--- src/rtl/axi_lite_master_bridge.sv ---
// Single-outstanding valid/ready request port to AXI4-Lite initiator.
// Define AXI_TIMEOUT_EN to abort transactions stalled for TIMEOUT_CYCLES.
module axi_lite_master_bridge #(
  parameter int TIMEOUT_CYCLES = 255
) (
  input  logic        CLK,
  input  logic        RSTb,
  input  logic        req_valid,
  output logic        req_ready,
  input  logic [31:0] req_addr,
  input  logic [31:0] req_wdata,
  input  logic [3:0]  req_wstrb,
  input  logic        req_instr,
  output logic [31:0] rsp_rdata,
  output logic        rsp_err,
  output logic        m_axi_awvalid,
  input  logic        m_axi_awready,
  output logic [31:0] m_axi_awaddr,
  output logic [2:0]  m_axi_awprot,
  output logic        m_axi_wvalid,
  input  logic        m_axi_wready,
  output logic [31:0] m_axi_wdata,
  output logic [3:0]  m_axi_wstrb,
  input  logic        m_axi_bvalid,
  output logic        m_axi_bready,
  input  logic [1:0]  m_axi_bresp,
  output logic        m_axi_arvalid,
  input  logic        m_axi_arready,
  output logic [31:0] m_axi_araddr,
  output logic [2:0]  m_axi_arprot,
  input  logic        m_axi_rvalid,
  output logic        m_axi_rready,
  input  logic [31:0] m_axi_rdata,
  input  logic [1:0]  m_axi_rresp
);

  typedef enum logic [2:0] {
    IDLE, WADDR, WRESP, RADDR, RDATA
  } state_t;

  state_t      state_q, state_d;
  logic        awvalid_q, awvalid_d;
  logic        wvalid_q, wvalid_d;
  logic        bready_q, bready_d;
  logic        arvalid_q, arvalid_d;
  logic        rready_q, rready_d;
  logic        req_ready_q, req_ready_d;
  logic [31:0] addr_q, addr_d;
  logic [31:0] wdata_q, wdata_d;
  logic [3:0]  wstrb_q, wstrb_d;
  logic [2:0]  arprot_q, arprot_d;
  logic [31:0] rdata_q, rdata_d;
  logic        err_q, err_d;

  logic aw_hs, w_hs, b_hs, ar_hs, r_hs;
  logic aw_done, w_done;

  assign aw_hs = awvalid_q & m_axi_awready;
  assign w_hs  = wvalid_q & m_axi_wready;
  assign b_hs  = bready_q & m_axi_bvalid;
  assign ar_hs = arvalid_q & m_axi_arready;
  assign r_hs  = rready_q & m_axi_rvalid;

  // Each channel is done if it already handshook or is handshaking now
  assign aw_done = ~awvalid_q | m_axi_awready;
  assign w_done  = ~wvalid_q | m_axi_wready;

`ifdef AXI_TIMEOUT_EN
  localparam int CW = (TIMEOUT_CYCLES > 255) ?
                      $clog2(TIMEOUT_CYCLES + 1) : 8;
  localparam logic [CW-1:0] TMAX = CW'(TIMEOUT_CYCLES - 1);

  logic [CW-1:0] cnt_q, cnt_d;
  logic          any_hs;

  assign any_hs = aw_hs | w_hs | b_hs | ar_hs | r_hs;
`endif

  always_comb begin
    state_d     = state_q;
    awvalid_d   = awvalid_q;
    wvalid_d    = wvalid_q;
    bready_d    = bready_q;
    arvalid_d   = arvalid_q;
    rready_d    = rready_q;
    req_ready_d = 1'b0;
    addr_d      = addr_q;
    wdata_d     = wdata_q;
    wstrb_d     = wstrb_q;
    arprot_d    = arprot_q;
    rdata_d     = rdata_q;
    err_d       = err_q;
    unique case (state_q)
      IDLE: begin
        if (req_valid && !req_ready_q) begin
          addr_d   = req_addr;
          wdata_d  = req_wdata;
          wstrb_d  = req_wstrb;
          arprot_d = {req_instr, 2'b00};
          if (req_wstrb != 4'b0000) begin
            awvalid_d = 1'b1;
            wvalid_d  = 1'b1;
            state_d   = WADDR;
          end else begin
            arvalid_d = 1'b1;
            state_d   = RADDR;
          end
        end
      end
      WADDR: begin
        if (aw_hs) awvalid_d = 1'b0;
        if (w_hs) wvalid_d = 1'b0;
        if (aw_done && w_done) begin
          bready_d = 1'b1;
          state_d  = WRESP;
        end
      end
      WRESP: begin
        if (b_hs) begin
          bready_d    = 1'b0;
          req_ready_d = 1'b1;
          err_d       = m_axi_bresp[1];
          state_d     = IDLE;
        end
      end
      RADDR: begin
        if (ar_hs) begin
          arvalid_d = 1'b0;
          rready_d  = 1'b1;
          state_d   = RDATA;
        end
      end
      RDATA: begin
        if (r_hs) begin
          rready_d    = 1'b0;
          rdata_d     = m_axi_rdata;
          err_d       = m_axi_rresp[1];
          req_ready_d = 1'b1;
          state_d     = IDLE;
        end
      end
      default: state_d = IDLE;
    endcase
`ifdef AXI_TIMEOUT_EN
    cnt_d = '0;
    if (state_q != IDLE && !any_hs) begin
      cnt_d = cnt_q + 1'b1;
      if (cnt_q == TMAX) begin
        cnt_d       = '0;
        awvalid_d   = 1'b0;
        wvalid_d    = 1'b0;
        bready_d    = 1'b0;
        arvalid_d   = 1'b0;
        rready_d    = 1'b0;
        req_ready_d = 1'b1;
        err_d       = 1'b1;
        rdata_d     = 32'hDEADBEEF;
        state_d     = IDLE;
      end
    end
`endif
  end

  always_ff @(posedge CLK) begin
    if (!RSTb) begin
      state_q     <= IDLE;
      awvalid_q   <= 1'b0;
      wvalid_q    <= 1'b0;
      bready_q    <= 1'b0;
      arvalid_q   <= 1'b0;
      rready_q    <= 1'b0;
      req_ready_q <= 1'b0;
      addr_q      <= '0;
      wdata_q     <= '0;
      wstrb_q     <= '0;
      arprot_q    <= '0;
      rdata_q     <= '0;
      err_q       <= 1'b0;
    end else begin
      state_q     <= state_d;
      awvalid_q   <= awvalid_d;
      wvalid_q    <= wvalid_d;
      bready_q    <= bready_d;
      arvalid_q   <= arvalid_d;
      rready_q    <= rready_d;
      req_ready_q <= req_ready_d;
      addr_q      <= addr_d;
      wdata_q     <= wdata_d;
      wstrb_q     <= wstrb_d;
      arprot_q    <= arprot_d;
      rdata_q     <= rdata_d;
      err_q       <= err_d;
    end
  end

`ifdef AXI_TIMEOUT_EN
  always_ff @(posedge CLK) begin
    if (!RSTb) cnt_q <= '0;
    else       cnt_q <= cnt_d;
  end

  logic unused_w;
  assign unused_w = ^{m_axi_bresp[0], m_axi_rresp[0]};
`else
  logic unused_w;
  assign unused_w = ^{m_axi_bresp[0], m_axi_rresp[0],
                      1'(TIMEOUT_CYCLES)};
`endif

  assign req_ready     = req_ready_q;
  assign rsp_rdata     = rdata_q;
  assign rsp_err       = err_q;
  assign m_axi_awvalid = awvalid_q;
  assign m_axi_awaddr  = addr_q;
  assign m_axi_awprot  = 3'b000;
  assign m_axi_wvalid  = wvalid_q;
  assign m_axi_wdata   = wdata_q;
  assign m_axi_wstrb   = wstrb_q;
  assign m_axi_bready  = bready_q;
  assign m_axi_arvalid = arvalid_q;
  assign m_axi_araddr  = addr_q;
  assign m_axi_arprot  = arprot_q;
  assign m_axi_rready  = rready_q;

endmodule

--- config.mk ---
export PLATFORM = sky130hd
export DESIGN_NAME = axi_lite_master_bridge
export DESIGN_NICKNAME = d
export VERILOG_FILES = /design/src/rtl/axi_lite_master_bridge.sv
export SDC_FILE = /design/constraint.sdc
export NUM_CORES = 1
export LEC_CHECK = 0
export ABC_AREA = 1
export BUFFER_PORTS_ARGS = -buffer_cell sky130_fd_sc_hd__buf_2
export CAP_MARGIN = 0
export CORE_AREA = 2 2 99 101
export CTS_BUF_LIST = sky130_fd_sc_hd__clkbuf_8
export DETAILED_ROUTE_END_ITERATION = 16
export DIE_AREA = 0 0 101 103
export GPL_ROUTABILITY_DRIVEN = 0
export PLACE_DENSITY = 0.84
export SLEW_MARGIN = 40
export SYNTH_ARGS = -nofsm -noshare
export SYNTH_HDL_FRONTEND = slang
export SYNTH_SLANG_ARGS = --single-unit
--- constraint.sdc ---
create_clock -name CLK -period 2.4 [get_ports CLK]
set_input_delay 0.24 -clock CLK [delete_from_list [all_inputs] [get_ports CLK]]
set_output_delay 0.24 -clock CLK [all_outputs]
set_load 0.1 [all_outputs]
==> results.toml <==
[status]
run_status = "finished clean"

[floorplan]
initial_core_util_pct = 46.47
coreArea_mm2 = 0.009459
boundaryPins = 258
fp.dieW_um = 101
die_h_um = 103
die_area_mm2 = 0.01040
core.rowCount = 36

[drt]
first_pass_iters = 4
wl_mm = 11.04
post_drt_via_cell_ratio = 4.721
ant_nets = 0
routedWlPerCell_um = 12.51
drt_iter0_markers = 100
drc = 0
via_count = 4164

[pwr]
power.total_mw = 8.260
ir_worst_vdd_mv = 1.560
p_clk_share_pct = 13.0
swShare_pct = 60.35
p_leak_nw = 2.878
internal-power_mw = 3.275
p_sw_mw = 4.985
seqPwrFrac_pct = 28.9
pwr-share-comb_pct = 58.2
powerDensity_mw_per_mm2 = 1480

[setup_path]
crit_type = "flip-flop to flip-flop"
endpoint_kind = "flip-flop"
startpoint_type = "flip-flop"
cp_slowest_stage_delay_ps = 500
crit_chain = "nor2_4 -> nand2_4 -> nor2_8 -> buf_4 -> o21ai_0 -> nor2_1"
crit_slowest_cell = "buf_4"
cp.required_ps = 2690
worst_ep_arrival_time_ps = 1990
cp_max_fo = 72

[yosys]
syn-cell-area_mm2 = 0.004395
netlist.area_leader.share_pct = 50.56
ys_ff_latch = 111
synthCells = 563
synth.area.top_cells = "dfxtp_1 (51%), nor2_1 (9.9%), o21ai_0 (8.7%)"
avgSynthCellArea_um2 = 7.807
synth_seq_area_share_pct = 50.56
yosys.area.top_type = "dfxtp_1"
synthDistinctLibCells = 21
yosysWarningCount = 0

[cts]
post_cts_resized = 0
ctsHoldBuffers = 0
cts_buffer_depth = 2
numCtsBuffers = 9
cts.sinks = 111
ctsRootBufferMaster = "clkbuf_8"
htreeDepth = 3
cts_tree = "done"
clk_pin_slew_ps = 100
insertion_delay_ps = 370
post-cts-setup-buffers = 0

[sta]
grt_setup_unrepaired = "false"
setup_tns_ps = 0
maxSlewViolCount = 0
period_needed_ps = 1698
fin_skew_ps = 16.50
max_slew_margin_pct = 57.04
fmax_ghz = 0.5889
tightest_slew_ps = 643.5
final.period_utilization_pct = 70.75
setup_viol_count_final = 0
hold_violations = 0

[layout]
diodes = 0
synthToLayoutAreaGrowth_pct = 26.99
num-nets-final = 876
drive_gt1_share_pct = 40.23

[grt]
antenna_found_initial = 0
grt_usage_pct = 19.85
grt_max_degree = 74
overflow = 0
grt_pass1_wl_mm = 16.77
first_global_vias = 3680

[hold_path]
hold_path_class = "input pin to flip-flop"

[placement]
dp.final_hpwl_mm = 7.774
numPortBuffers = 250

[job]
drv_cap = 0
[power by group through the flow]
| stage | Clock [mW] | Sequential (mW) | Combinational [mW] |
|---|---|---|---|
| 2_1_floorplan | 0 | 4.66 | 2.08 |
| 3_3_place_gp | 0 | 2.42 | 4.79 |
| 3_5_place_dp | 0 | 2.42 | 4.82 |
| 4_1_cts | 1.11 | 2.39 | 4.83 |
| 5_1_grt | 1.18 | 2.43 | 5.03 |
| 6_report | 1.07 | 2.39 | 4.80 |
[through the flow]
stage / hold slack, ps / setup slack [ps] / std cells / util [%] / cell area, um^2
5_1_grt: 68.83 / 506.9 / 882 / 59.01 / 5582
3_3_place_gp: 449.7 / 757.5 / 866 / 56.98 / 5390
6_report: 97.42 / 702.0 / 882 / 59.01 / 5582
2_1_floorplan: 368.2 / 576.4 / 567 / - / 4410
3_5_place_dp: 451.7 / 735.8 / 866 / 56.98 / 5390
4_1_cts: 72.31 / 705.7 / 882 / 59.01 / 5582
[area by class of cell]
class | instances | area, um^2
fillers | 877 | 3877
clock inverters | 5 | 40.04
clock buffers | 11 | 151.4
repair buffers | 255 | 1301
multi-input cells | 370 | 1664
flip-flops and latches | 111 | 2222
well taps | 114 | 142.6
inverters | 16 | 60.06
[sequential cells by signal, summed over array words and instances (netlist names)]
name,cells
m_axi_rready,1
state_q,3
m_axi_wvalid,1
m_axi_awvalid,1
rsp_err,1
m_axi_wdata,32
m_axi_arprot,1
req_ready,1
m_axi_araddr,32
rsp_rdata,32
m_axi_arvalid,1
m_axi_wstrb,4
m_axi_bready,1
[logic make-up after synthesis]
logic type | synth area share [%]
AOI/OAI and AO/OA | 13.21
buffers and inverters | 11.93
DFF | 50.56
other | 0.08532
and+or+nand+nor | 24.22
[worst max-delay path: cells and delay by family, from the launching register on]
kind	cells	cell delay, ps
AND/OR/NAND/NOR	4	490
flip-flops	1	410
buffers and inverters	1	500
AO/OA/AOI/OAI	1	190
[metal layers]
metal	routed length, um	vias up	track usage [%]
li1	-	2140	-
met1	4733	1859	24.03
met2	5424	146	34.72
met3	674	19	3.864
met4	204	0	8.212
met5	0	-	0
[cell usage after synthesis, drive strengths merged]
master / count
nor3: 1
nand3: 10
clkbuf: 15
a21oi: 40
dfxtp: 111
nor2: 149
buf: 55
nand2: 88
nand4: 1
o21ai: 76
inv: 16
conb: 1
[worst paths after layout]
| path | start | endpoint | slack (ps) | depth (start not counted) |
|---|---|---|---|---|
| worst max register to register | state_q[2] | m_axi_wstrb[3] | 700 | 6 |
| worst max-delay path | state_q[2] | m_axi_wstrb[3] | 700 | 6 |
| worst min-delay path | req_addr[16] | m_axi_araddr[16] | 100 | 3 |
| worst min register to register | rsp_rdata[25] | rsp_rdata[25] | 470 | 2 |
[cell usage in the layout (no fill, tap or decap)]
master      n
inv_1      13
buf_4       4
clkinv_4    2
nor3_1      1
nor2_2     31
nor2_8      1
nand4_1     1
o21ai_0    76
nand3_2     1
nand2_1    87
clkbuf_8   11
dfxtp_1   111
nand2_4     1
inv_6       2
clkinv_2    1
buf_2     250
a21oi_1    40
inv_2       3
buf_12      1
nor2_1    116
nand3_1     9
conb_1      5
nor2_4      1
Power figures use the tool's default switching activity.
